[src/rtl/step_phase_decoder.sv]
// step_phase_decoder: decodes stepper coil phases {A1,B1,A2,B2} into signed position,
// direction, step pulse and activity, flagging skipped phases and illegal patterns.
module step_phase_decoder #(
    parameter int POS_W         = 16,
    parameter int STABLE_CYCLES = 4,
    parameter int IDLE_TIMEOUT  = 1000000
) (
    input  logic                    clk,
    input  logic                    reset,
    input  logic                    A1,
    input  logic                    B1,
    input  logic                    A2,
    input  logic                    B2,
    input  logic                    clear,
    output logic signed [POS_W-1:0] position,
    output logic        [2:0]       phase,
    output logic                    dir,
    output logic                    step_pulse,
    output logic                    moving,
    output logic                    skip_err,
    output logic                    illegal_err
);
    localparam int TW = $clog2(IDLE_TIMEOUT + 1);
    typedef enum logic [2:0] {IDLE = 3'd0, P1 = 3'd1, P2 = 3'd2, P3 = 3'd3, P4 = 3'd4} state_t;
    state_t state, state_n, pat;
    logic [3:0] sync1, sync2, prev;
    logic [8:0] cnt, run;
    logic [1:0] d;
    logic accept, legal, dir_n, pulse_n, skip_n, ill_n;
    logic [POS_W-1:0] pos_n;
    logic [TW-1:0] tmr;
    assign phase = state;
    always_comb begin
        pat   = IDLE;
        legal = 1'b1;
        case (sync2)
            4'b0000: pat = IDLE;
            4'b1100: pat = P1;
            4'b0110: pat = P2;
            4'b0011: pat = P3;
            4'b1001: pat = P4;
            default: legal = 1'b0;
        endcase
    end
    // run length of the current synchronized pattern, saturating one past the threshold
    assign run    = (sync2 != prev) ? 9'd1 : (cnt > 9'(STABLE_CYCLES) ? cnt : cnt + 9'd1);
    assign accept = run == 9'(STABLE_CYCLES);
    // phase distance modulo 4: 1 forward, 3 reverse, 2 skip
    assign d      = 2'(pat - state);
    always_comb begin
        state_n = state;
        pos_n   = position;
        dir_n   = dir;
        pulse_n = 1'b0;
        skip_n  = skip_err;
        ill_n   = illegal_err;
        if (accept) begin
            if (!legal) ill_n = 1'b1;
            else if (pat == IDLE || state == IDLE) state_n = pat;
            else begin
                state_n = pat;
                pulse_n = d[0];
                dir_n   = d == 2'd1 ? 1'b1 : d == 2'd3 ? 1'b0 : dir;
                pos_n   = position + (d == 2'd1 ? POS_W'(1) : d == 2'd3 ? {POS_W{1'b1}} : '0);
                skip_n  = skip_err | (d == 2'd2);
            end
        end
        if (clear) begin
            pos_n  = '0;
            skip_n = 1'b0;
            ill_n  = 1'b0;
        end
    end
    always_ff @(posedge clk or negedge reset) begin
        if (!reset) begin
            sync1       <= '0;
            sync2       <= '0;
            prev        <= '0;
            cnt         <= '0;
            state       <= IDLE;
            position    <= '0;
            dir         <= 1'b0;
            step_pulse  <= 1'b0;
            skip_err    <= 1'b0;
            illegal_err <= 1'b0;
            moving      <= 1'b0;
            tmr         <= '0;
        end else begin
            sync1       <= {A1, B1, A2, B2};
            sync2       <= sync1;
            prev        <= sync2;
            cnt         <= run;
            state       <= state_n;
            position    <= pos_n;
            dir         <= dir_n;
            step_pulse  <= pulse_n;
            skip_err    <= skip_n;
            illegal_err <= ill_n;
            if (pulse_n) begin
                moving <= 1'b1;
                tmr    <= '0;
            end else if (moving) begin
                if (tmr == TW'(IDLE_TIMEOUT - 1)) moving <= 1'b0;
                else tmr <= tmr + TW'(1);
            end
        end
    end
endmodule

[config.mk]
export PLATFORM = sky130hd
export DESIGN_NAME = step_phase_decoder
export DESIGN_NICKNAME = d
export VERILOG_FILES = /design/src/rtl/step_phase_decoder.sv
export SDC_FILE = /design/constraint.sdc
export NUM_CORES = 1
export LEC_CHECK = 0
export ABC_CLOCK_PERIOD_IN_PS = 3800
export BUFFER_PORTS_ARGS = -buffer_cell sky130_fd_sc_hd__buf_2
export CORE_ASPECT_RATIO = 1.5
export CORE_MARGIN = 4
export CORE_UTILIZATION = 25
export DETAILED_ROUTE_END_ITERATION = 8
export GPL_ROUTABILITY_DRIVEN = 0
export PLACE_DENSITY = 0.48
export SLEW_MARGIN = 10
export SYNTH_ARGS = -nofsm -noshare
export SYNTH_HDL_FRONTEND = slang
export SYNTH_SLANG_ARGS = --single-unit
[constraint.sdc]
create_clock -name clk -period 3.8 [get_ports clk]
set_clock_uncertainty 0.2 [all_clocks]
set_input_delay 0.19 -clock clk [delete_from_list [all_inputs] [get_ports clk]]
set_output_delay 0.19 -clock clk [all_outputs]
set_load 0.005 [all_outputs]
* Word level (Yosys, flattened, before mapping)
Cells that the tools add are included.
Word-level totals: flip-flop bits (word level) 65, bits of input ports 7, output and inout port bits 24
Cells by class: add/sub/neg operators 4, order comparisons 1, equality and inequality tests 13, multiplexer cells 28, bitwise logic cells 2, reduce and logical (&&, ||, !) cells 14
Operator list (count):
- $mux 16 | 6
- $mux 20 | 3
- $add 20x1->20 const B | 1
- $eq 20x20->1 const B | 1
- $mux 9 | 2
- $add 16x16->16 | 1
- $mux 1 | 16
- $pmux 3 s4 | 1
- $add 9x1->9 const B | 1
- $eq 9x3->1 const B | 1
- $gt 9x3->1 const B | 1
- $eq 4x4->1 const B | 2
- $reduce_bool 2->1 | 4
- $logic_not 3->1 | 2
- $ne 2x2->1 const B | 3
- $reduce_and 2->1 | 3
- $reduce_or 5->1 | 1
- $eq 2x2->1 const B | 2
- $eq 4x2->1 const B | 1
- $eq 4x3->1 const B | 1
- $logic_not 4->1 | 1
- $ne 4x4->1 | 1
- $reduce_and 4->1 | 1
- $reduce_and 3->1 | 1
- other kinds (5) | 5

* Longest topological paths before layout
Gate-level depths: netlist (run 1).
word-level depth 11, depth in mapped cells 16, mapped depth without buffers 15

* Worst setup path before layout (run 1)
No wires, ideal clock.
path type register -> register, from register sync2[3], to register position[15], data arrival time 3.693 ns, slack -0.221 ns, cell stages (with the launch flop) 16, buffers on the path 1, clock period less this slack 4.021 ns, path through dfrtp_1 -> buf_2 -> nor2b_1 -> a31oi_1 -> ha_1 -> xnor2_1 -> and3_1 -> o21ai_1 -> inv_1 -> ha_1 -> a21o_1 -> o21bai_1 -> o2111ai_1 -> a2111oi_0 -> a2111oi_1 -> mux2_1
Between the ends: longest elaborated chain between the ends 11, elaborated cells between the ends (all ways) 27, classes of those cells 2 x add/sub; 9 x eq/ne; 9 x mux; 7 x reduce/logical
Ends and longest elaborated chain:
- start, declared | RTL line 26 | logic [3:0] sync1, sync2, prev;
- start signal, assigned | RTL line 90 | sync2 <= sync1;
- $eq 4x4->1, or another cell as far along | RTL line 36 | case (sync2)
- $pmux 3 s4 | RTL line 36
- $sub 2x2->2 | RTL line 49 | assign d = 2'(pat - state);
- $eq 2x2->1 | RTL line 64 | pos_n = position + (d == 2'd1 ? POS_W'(1) : d == 2'd3 ? {POS_W{1'b1}} : '0);
- $mux 16 (2 in series) | RTL line 64
- $add 16x16->16 | RTL line 64
- $mux 16 | RTL line 59 | else if (pat == IDLE || state == IDLE) state_n = pat;
- $mux 16 | RTL line 58 | if (!legal) ill_n = 1'b1;
- $mux 16 | RTL line 57 | if (accept) begin
- $mux 16 | RTL line 68 | if (clear) begin
- end signal, assigned | RTL line 94 | position <= pos_n;
- end, declared | RTL line 15 | output logic signed [POS_W-1:0] position,
Parallel ways exist; a longest one is shown, timed or not. The select of a mux whose other input is x is not followed. A chain may end at the register's enable or synchronous reset.

* Final worst setup path (run 1)
from register sync2[1], to register position[15]
The elaborated chain is that of the path after synthesis.

==> results of run 1 <==
## path summary, 6_finish.rpt
kind / to / slack [ns] / cells past startpoint
setup / recovery: position[15] / 0.03 / 15
hold / removal: position[7] / 0.08 / 2
setup reg to reg: position[15] / 0.03 / 15
hold reg to reg: sync2[2] / 0.15 / 0
max in group asynchronous: sync2[3] / 2.41 / 3
min in group asynchronous: tmr[11] / 0.38 / 3
## synth_stat cells, drive strengths merged (8+ instances only)
master  count
ha         19
a21o       10
nand2      16
and2        8
nand3      12
nor2       57
a21oi      16
xnor2      30
inv        14
dfrtp      65
mux2i      11
xor2        8
nand2b     10
buf        10
o21ai      14
nor3        9
## sequential cells by signal (all words and copies together), names as in the netlist
| signal | cells |
|---|---|
| prev | 4 |
| cnt | 9 |
| sync2 | 4 |
| step_pulse | 1 |
| dir | 1 |
| tmr | 20 |
| moving | 1 |
| sync1 | 4 |
| skip_err | 1 |
| illegal_err | 1 |
| position | 16 |
| phase | 3 |
## through the flow
stage / hold slack [ns] / setup slack (ns) / cell area, um^2 / setup TNS (ns)
6_report: 0.0803 / 0.0282 / 4830 / 0
5_1_grt: 0.108 / -0.128 / 4830 / -0.169
3_5_place_dp: 0.105 / 0.00596 / 4230 / 0
3_3_place_gp: 0.103 / 0.0919 / 4230 / 0
4_1_cts: 0.0815 / 0.0102 / 4600 / 0
2_1_floorplan: -0.306 / 0.0296 / 3770 / 0
## cell type report
class                           count  area, um^2
Multi-Input combinational cell    292        2210
Inverter                           14        57.6
Timing Repair Buffer               60         392
Clock buffer                       11         243
Clock inverter                      5        55.1
Tap cell                          196         245
Sequential cell                    65        1630
Fill cell                        1525        9830
## worst register-to-register path, cell delays in order (launching register included)
cell and delay [ns]:
dfrtp_1 0.40, nand2b_4 0.15, nor3_2 0.19, a31oi_2 0.07
ha_2 0.22, xnor2_2 0.14, and3_4 0.19, o21ai_4 0.19
clkinv_4 0.16, buf_6 0.19, ha_1 0.37, a21oi_2 0.09
and2_1 0.21, a21o_1 0.23, a2111oi_4 0.33, mux2_4 0.33
## report_power, final
group	internal [uW]	total, uW	switching, uW
Sequential	700	708	7.03
Combinational	33.9	82.8	49.0
Clock	523	835	311
Total	1260	1630	367
## logic make-up (layout without fill, tap and decap cells)
kind of cell	count (synthesis)	after routing	share of synthesized area
AOI/OAI and AO/OA	77	77	0.138
xor gates and xnor gates	38	38	0.0886
adders and majority gates	20	20	0.0686
buffers and inverters	27	90	0.0340
DFF	65	65	0.433
muxes	13	13	0.0353
and+or+nand+nor	144	144	0.203
## metal layers
metal	routed length [um]	share of wire	up-vias	global-route usage
met1	3880	0.43	1457	0.130
met2	4630	0.52	35	0.194
met3	300	0.034	12	0.0302
met4	129	0.014	0	0.0361
li1	-	-	1471	-
met5	0	0	-	0
## timing repair
| item | CTS | global route |
|---|---|---|
| gates resized for setup | 3 | 30 |
| buffers inserted | 0 | 6 |
| pin swaps | 2 | 15 |
| hold buffers | 5 | 0 |
| endpoints found under the hold margin | 69 | 0 |
| endpoints found under the setup margin | 1 | 5 |
## cells in the final DEF (no fill, tap or decap), types with 4 or more instances in the layout
master,instances
a211oi_1,4
a21o_1,10
a21oi_1,14
and2_1,7
buf_2,30
buf_4,24
clkbuf_16,9
dfrtp_1,64
dlygate4sd3_1,5
ha_1,11
ha_4,6
inv_1,13
mux2i_1,11
nand2_1,16
nand2b_1,9
nand3_1,9
nand4_1,4
nor2_1,56
nor2b_1,4
nor3_1,5
nor3_2,4
nor4_1,5
o211ai_1,4
o21a_1,5
o21ai_0,13
xnor2_1,29
xor2_1,8
==> results.py, run 1 <==
metrics = {
    "min_path": {
        "hp-class": "primary input to flip-flop",
        "hp-start": "clear",
    },
    "yosys": {
        "synth_edf_count": 0,
        "synthesis.area_mm2": 0.00376,
        "synth.area.top_cells": "dfrtp_1 43%, xnor2_1 7.0%, ha_1 6.3%, nor2_1 5.6%, mux2i_1 2.9%",
        "yosysTopAreaCell": "dfrtp_1",
        "syn_inst": 384,
        "yosysWarnings": 0,
        "syn-num-nets": 411,
        "synth_seq_cells": 65,
        "ys.flop_type": "dfrtp_1",
        "ys_types": 61,
        "async_reset_ff_frac": 1.00,
        "synth_top_area_frac": 0.433,
        "syn_avg_cell_area_um2": 9.78,
        "ys_seq_area_frac": 0.433,
    },
    "cells_and_area": {
        "final_util": 0.330,
        "stdcell_count": 643,
        "fin_nets": 469,
        "diodes": 0,
        "drive_above_1_share": 0.248,
        "syn_to_final_growth_pct": 28.7,
    },
    "worst_setup_path": {
        "crit_chain": "nand2b_4 > nor3_2 > a31oi_2 > ha_2 > xnor2_2 > and3_4 > o21ai_4 > clkinv_4 > buf_6 > ha_1 > a21oi_2 > and2_1 > a21o_1 > a2111oi_4 > mux2_4",
        "crit_fanout": 9,
        "crit_required_ns": 3.82,
        "path_class": "flip-flop to flip-flop",
        "slowest_delay_ns": 0.40,
        "crit_family": "compound AO/OA/AOI/OAI gates",
        "crit_arrival_ns": 3.79,
        "start_kind": "flip-flop",
        "crit_path_top_delay_cell": "dfrtp_1",
        "crit_buf_inv": 2,
        "timing.rr.start": "sync2[1]",
        "startpoint": "sync2[1]",
        "endpoint_kind": "flip-flop",
    },
    "floorplanning": {
        "rows": 54,
        "die_area_mm2": 0.0171,
        "core_mm2": 0.0147,
        "initial_utilization": 0.256,
        "die_y_um": 158,
        "io_pins": 31,
        "fp.dieW_um": 108,
    },
    "pwr": {
        "power_uw": 1630,
        "power_density_mw_per_mm2": 336,
        "p_leak_uw": 0.00217,
        "vdd_ir_drop_max_mv": 0.202,
    },
    "sta": {
        "fin_crit_ns": 3.77,
        "max_freq_ghz": 0.265,
        "min_period_over_period": 0.993,
        "setup_viol": 0,
        "rsz0062_at_grt": "yes",
        "hold_viol": 0,
        "worst_slew_pin_slew_ns": 0.844,
        "maxSlewViolCount": 0,
        "max_slew_margin": 0.438,
    },
    "detailed_routing": {
        "first_iter_violations": 82,
        "wirelength_um": 8940,
        "vias": 2975,
        "routedWlPerCell_um": 13.9,
        "avgViaCountPerCell": 4.63,
        "drc": 0,
        "ant_nets": 0,
        "dr.pass1.iters": 4,
    },
    "grt": {
        "grt.total_usage": 0.110,
        "grt_pass1_vias": 3187,
        "grt_first_pass_wirelength_um": 15200,
        "antenna_found_initial": 0,
        "overflow": 0,
        "grt_max_degree": 66,
    },
    "clocking": {
        "clkSinkCount": 65,
        "cts_made_buffers": 9,
        "cts_root_buffer": "clkbuf_16",
        "path_clk_slew_ns": 0.06,
        "cts_buffer_depth": 2,
        "clock_latency_ns": 0.33,
        "cts_tree": "built",
        "htree_levels": 3,
    },
    "placement": {
        "placed_cells": 616,
        "hpwl_um": 6200,
        "io_buffers": 30,
    },
    "run_status": {
        "status": "completed",
    },
    "job": {
        "drv_cap": 0,
    },
}
No activity file was read; power rests on OpenSTA's default activity.
==> run 2, diff against run 1 <==
Settings changed: CORE_MARGIN 4 to default.
==> run 2 against run 1 <==
- sequential cell count is the same
- first-iteration DRC count grew 34%
- non-clock buffer count is the same
- sequential power is essentially flat
- die area shrank 9.1%
- worst hold slack lost 0.0026 ns
- setup slack gained 0.12 ns
- global-route usage grew 0.95 points
- largest cell class unchanged
- largest power group unchanged
- highest routed layer unchanged
==> results.py, run 2 (synthesized netlist as in run 1, its figures left out) <==
metrics = {
    "run_status": {
        "status": "completed",
    },
    "cells_and_area": {
        "stdcell_area_mm2": 0.00478,
        "fill_cells": 1511,
        "drive_above_1_share": 0.230,
        "fin_nets": 469,
        "syn_to_final_growth_pct": 27.2,
        "layout_commonest_cell": "dfrtp_1",
        "final_util": 0.327,
        "regMostFlops": "tmr",
        "reg_top3": "tmr (20), position (16), cnt (9)",
        "final_cell_mix": "64 x dfrtp_1, 56 x nor2_1, 30 x xnor2_1, 30 x buf_2, 23 x buf_4",
        "diodes": 0,
        "largest_register_ffs": 20,
    },
    "worst_setup_path": {
        "crit_fanout": 7,
        "crit_arrival_ns": 3.66,
        "endpoint_kind": "flip-flop",
        "crit_required_ns": 3.81,
        "r2r-end": "position[15]",
        "crit_chain": "nand2b_4 > nor3_2 > a31oi_1 > ha_2 > xnor2_1 > and3_1 > o21ai_2 > inv_4 > ha_4 > o211ai_1 > o21bai_2 > o2111ai_4 > buf_12 > a2111oi_4 > a2111oi_4 > mux2_4",
        "crit_path_top_delay_cell": "a2111oi_4",
        "slowest_delay_ns": 0.41,
        "timing.rr.start": "sync2[1]",
        "path_class": "flip-flop to flip-flop",
        "reg2reg_setup_slack_ns": 0.15,
        "crit_top_cell": "a2111oi_4",
        "start_kind": "flip-flop",
        "worst-r2r-cell-count": 16,
    },
    "placement": {
        "placed_area_mm2": 0.00424,
        "io_buffers": 30,
        "hpwl_um": 6230,
    },
    "pwr": {
        "power_uw": 1570,
        "p_leak_uw": 0.00217,
        "power_density_mw_per_mm2": 328,
        "vdd_ir_drop_max_mv": 0.170,
    },
    "grt": {
        "antenna_found_initial": 0,
        "grt.total_usage": 0.120,
        "grt_max_degree": 48,
        "overflow": 0,
        "grt_pass1_vias": 3017,
        "grt_first_pass_wirelength_um": 14500,
    },
    "floorplanning": {
        "die_area_mm2": 0.0155,
        "io_pins": 31,
        "initial_utilization": 0.257,
        "fp.dieW_um": 102,
        "core_mm2": 0.0146,
        "die_y_um": 152,
        "rows": 54,
    },
    "min_path": {
        "timing.hold.worst_path_depth": 2,
        "hp-class": "primary input to flip-flop",
        "whs_endpoint": "position[1]",
        "hp-start": "clear",
    },
    "sta": {
        "fin_crit_ns": 3.65,
        "rsz0062_at_grt": "yes",
        "hold_viol": 0,
        "setup_viol": 0,
        "max_slew_margin": 0.415,
        "maxSlewViolCount": 0,
        "max_freq_ghz": 0.274,
        "worst_slew_pin_slew_ns": 0.869,
        "min_period_over_period": 0.960,
    },
    "clocking": {
        "path_clk_slew_ns": 0.06,
        "cts_made_buffers": 9,
        "clkSinkCount": 65,
        "cts_root_buffer": "clkbuf_16",
        "htree_levels": 3,
        "clock_latency_ns": 0.33,
        "cts_tree": "built",
        "cts_buffer_depth": 2,
    },
    "detailed_routing": {
        "first_iter_violations": 110,
        "dr.pass1.iters": 4,
        "routedWlPerCell_um": 13.6,
        "vias": 2975,
        "ant_nets": 0,
        "avgViaCountPerCell": 4.63,
        "drc": 0,
        "wirelength_um": 8760,
    },
    "job": {
        "drv_cap": 0,
    },
}
## run 2: worst max path at each step
stage | from | endpoint | cells past startpoint
final | sync2[1] | position[15] | 16
after global routing | sync2[1] | position[15] | 16
after CTS | sync2[1] | position[14] | 15
after detailed placement | sync2[3] | position[15] | 14
after global placement | sync2[1] | position[15] | 16
after floorplan | sync2[3] | position[15] | 15
## run 2: layout make-up
| cell class | count | area, um^2 | share of cell area |
|---|---|---|---|
| Multi-Input combinational cell | 292 | 2170 | 0.454 |
| Clock inverter | 3 | 15.0 | 0.00314 |
| Tap cell | 196 | 245 | 0.0513 |
| Sequential cell | 65 | 1630 | 0.341 |
| Timing Repair Buffer | 60 | 408 | 0.0854 |
| Clock buffer | 13 | 260 | 0.0545 |
| Inverter | 14 | 55.1 | 0.0115 |
## run 2: stage by stage
stage	hold slack, ns	setup TNS, ns	cells	setup WS (ns)
after floorplan	-0.306	0	384	0.0296
after global placement	-0.0197	0	618	0.0750
after detailed placement	-0.0119	-0.0390	618	-0.0390
after CTS	0.0716	0	639	0.00282
after global routing	0.0910	-0.0728	643	-0.0624
final	0.0777	0	643	0.150
## run 2: worst max-delay path: cells and delay by family, from the launching register on
family                   cells  cell delay [ns]
adder cells (fa/ha/maj)      2             0.52
XOR/XNOR                     1             0.07
multiplexers                 1             0.31
buffers and inverters        2             0.27
AND/OR/NAND/NOR              3             0.40
flip-flops                   1             0.40
AO/OA/AOI/OAI                7             1.37
## run 2: routing by layer
metal / vias to the layer above / GRT usage / wire, um
met2: 50 / 0.206 / 4530
met4: 0 / 0.0476 / 170
li1: 1476 / - / -
met1: 1435 / 0.138 / 3780
met5: - / 0 / 0
met3: 14 / 0.0327 / 283
## run 2: repair_timing
action,in CTS,in global routing
gates resized for setup,5,21
endpoints found under the hold margin,22,0
endpoints found under the setup margin,2,5
pin swaps,1,9
hold buffers,5,0
setup buffers,0,4
## run 2: where the power goes
group	switching [uW]	total (uW)	internal, uW
combinational	48.3	81.0	32.7
sequential	6.62	707	701
clock	305	780	474
==> run 3, diff against run 2 <==
Settings changed: GPL_TIMING_DRIVEN from default to 0.
==> run 3 against run 2 <==
- design area increased by 3.7%
- sequential power barely moved
- power is 4.5% higher
- via count is 2.5% higher
- critical endpoint unchanged
- first-iteration DRC count decreased by 24%
- highest routed layer unchanged
==> results.py, run 3 (synthesized netlist as in run 1, its figures left out) <==
metrics = {
    "floorplanning": {
        "fp.dieW_um": 102,
        "io_pins": 31,
        "die_area_mm2": 0.0155,
        "rows": 54,
        "core_mm2": 0.0146,
        "initial_utilization": 0.257,
        "die_y_um": 152,
    },
    "min_path": {
        "hp-class": "primary input to async pin",
    },
    "sta": {
        "worst_slew_pin_slew_ns": 0.843,
        "fin_crit_ns": 3.74,
        "min_period_over_period": 0.984,
        "hold_viol": 0,
        "maxSlewViolCount": 0,
        "max_slew_margin": 0.433,
        "max_freq_ghz": 0.268,
        "rsz0062_at_grt": "yes",
        "setup_viol": 0,
    },
    "grt": {
        "grt_first_pass_wirelength_um": 14400,
        "grt_max_degree": 46,
        "grt.total_usage": 0.120,
        "overflow": 0,
        "antenna_found_initial": 0,
        "grt_pass1_vias": 3009,
    },
    "detailed_routing": {
        "routedWlPerCell_um": 13.7,
        "ant_nets": 0,
        "drc": 0,
        "avgViaCountPerCell": 4.65,
        "first_iter_violations": 84,
        "wirelength_um": 8980,
        "vias": 3048,
        "dr.pass1.iters": 4,
    },
    "clocking": {
        "clkSinkCount": 65,
        "cts_root_buffer": "clkbuf_16",
        "path_clk_slew_ns": 0.06,
        "cts_buffer_depth": 2,
        "clock_latency_ns": 0.33,
        "cts_made_buffers": 9,
        "htree_levels": 3,
        "cts_tree": "built",
    },
    "placement": {
        "io_buffers": 30,
        "placed_area_mm2": 0.00419,
        "hpwl_um": 5980,
        "placed_cells": 611,
    },
    "worst_setup_path": {
        "crit_fanout": 9,
        "crit_arrival_ns": 3.76,
        "slowest_delay_ns": 0.39,
        "crit_path_top_delay_cell": "dfrtp_1",
        "path_class": "flip-flop to flip-flop",
        "start_kind": "flip-flop",
        "endpoint_kind": "flip-flop",
        "crit_required_ns": 3.82,
        "crit_chain": "buf_6 > nor3_4 > a31oi_2 > ha_2 > xnor2_2 > and3_4 > o21ai_4 > inv_8 > ha_4 > o211ai_1 > o21bai_2 > o2111ai_4 > a21o_1 > a2111oi_4 > mux2_4",
    },
    "pwr": {
        "vdd_ir_drop_max_mv": 0.159,
        "power_density_mw_per_mm2": 331,
        "p_leak_uw": 0.00223,
    },
    "cells_and_area": {
        "multiInputGateArea_mm2": 0.00223,
        "ff_latch_area_mm2": 0.00163,
        "fin_nets": 481,
        "stdcell_area_mm2": 0.00496,
        "largest_register_ffs": 20,
        "syn_to_final_growth_pct": 31.9,
        "final_cell_mix": "64 x dfrtp_1, 56 x nor2_1, 34 x buf_2",
        "diodes": 0,
        "drive_above_1_share": 0.259,
        "regMostFlops": "tmr",
        "stdcell_count": 655,
        "fill_cells": 1521,
        "reg_top3": "tmr (20), position (16), cnt (9)",
        "layout_commonest_cell": "dfrtp_1",
    },
    "run_status": {
        "status": "completed",
    },
    "job": {
        "drv_cap": 0,
    },
}
run 3: cell count changes in the layout (fill, tap and decap cells not counted), moves of 2 or more:
cell	delta
buf_2	+4
buf_6	+4
clkbuf_8	-2
clkinvlp_4	+3
run 3: cell type report:
cell class,count,area share
clock inverters,7,0.0144
plain buffers,13,0.0179
repair inverters,1,0.00126
clock buffers,9,0.0454
multi-input cells,292,0.450
flip-flops and latches,65,0.328
inverters,14,0.0126
well taps,196,0.0495
repair buffers,58,0.0803
run 3: worst paths after layout:
| kind | end | start | cells past startpoint | slack [ns] |
|---|---|---|---|---|
| setup / recovery | position[15] | sync2[0] | 15 | 0.06 |
| hold / removal | sync2[0] | reset | 2 | 0.1 |
| setup reg to reg | position[15] | sync2[0] | 15 | 0.06 |
| hold reg to reg | sync2[0] | sync1[0] | 0 | 0.15 |
| max in group asynchronous | tmr[0] | reset | 3 | 2.77 |
| min in group clk | sync2[0] | sync1[0] | 0 | 0.15 |
run 3: critical path, delay by kind of cell (launching register included):
family	cells	cell delay, ns
simple gates	2	0.38
compound gates	7	1.41
buf+inv	2	0.25
mux	1	0.33
xor+xnor	1	0.14
fa+ha+maj	2	0.50
flops	1	0.39
run 3: what timing repair did:
item                                   CTS  global route
endpoints found under the hold margin   70             0
pin swaps                                7            10
hold buffers                             6             0
gates cloned                             0             1
setup buffers                            8            13
setup endpoints to repair                8             7
gates resized for setup                 23            18
run 3: power by group:
group	total [uW]	switching (uW)	internal (uW)
registers	705	4.43	700
logic	99.0	55.9	43.0
clock network	834	328	506
total	1640	389	1250
run 3: routing by layer:
metal / wire length, um / share of wire / global-route usage
met1: 3960 / 0.44 / 0.139
met2: 4570 / 0.51 / 0.201
met3: 260 / 0.029 / 0.0345
met4: 195 / 0.022 / 0.0537
met5: 0 / 0 / 0
run 3: through the flow:
stage	setup TNS (ns)	setup slack (ns)	power, uW	hold WS, ns	utilization
after floorplan	0	0.0296	761	-0.306	-
after global placement	-2.44	-0.595	789	0.0989	0.285
after detailed placement	-2.30	-0.579	795	-0.0848	0.287
after CTS	0	0.000550	1650	0.107	0.326
after global routing	-0.121	-0.0895	1710	0.118	0.340
final	0	0.0626	1640	0.0975	0.340
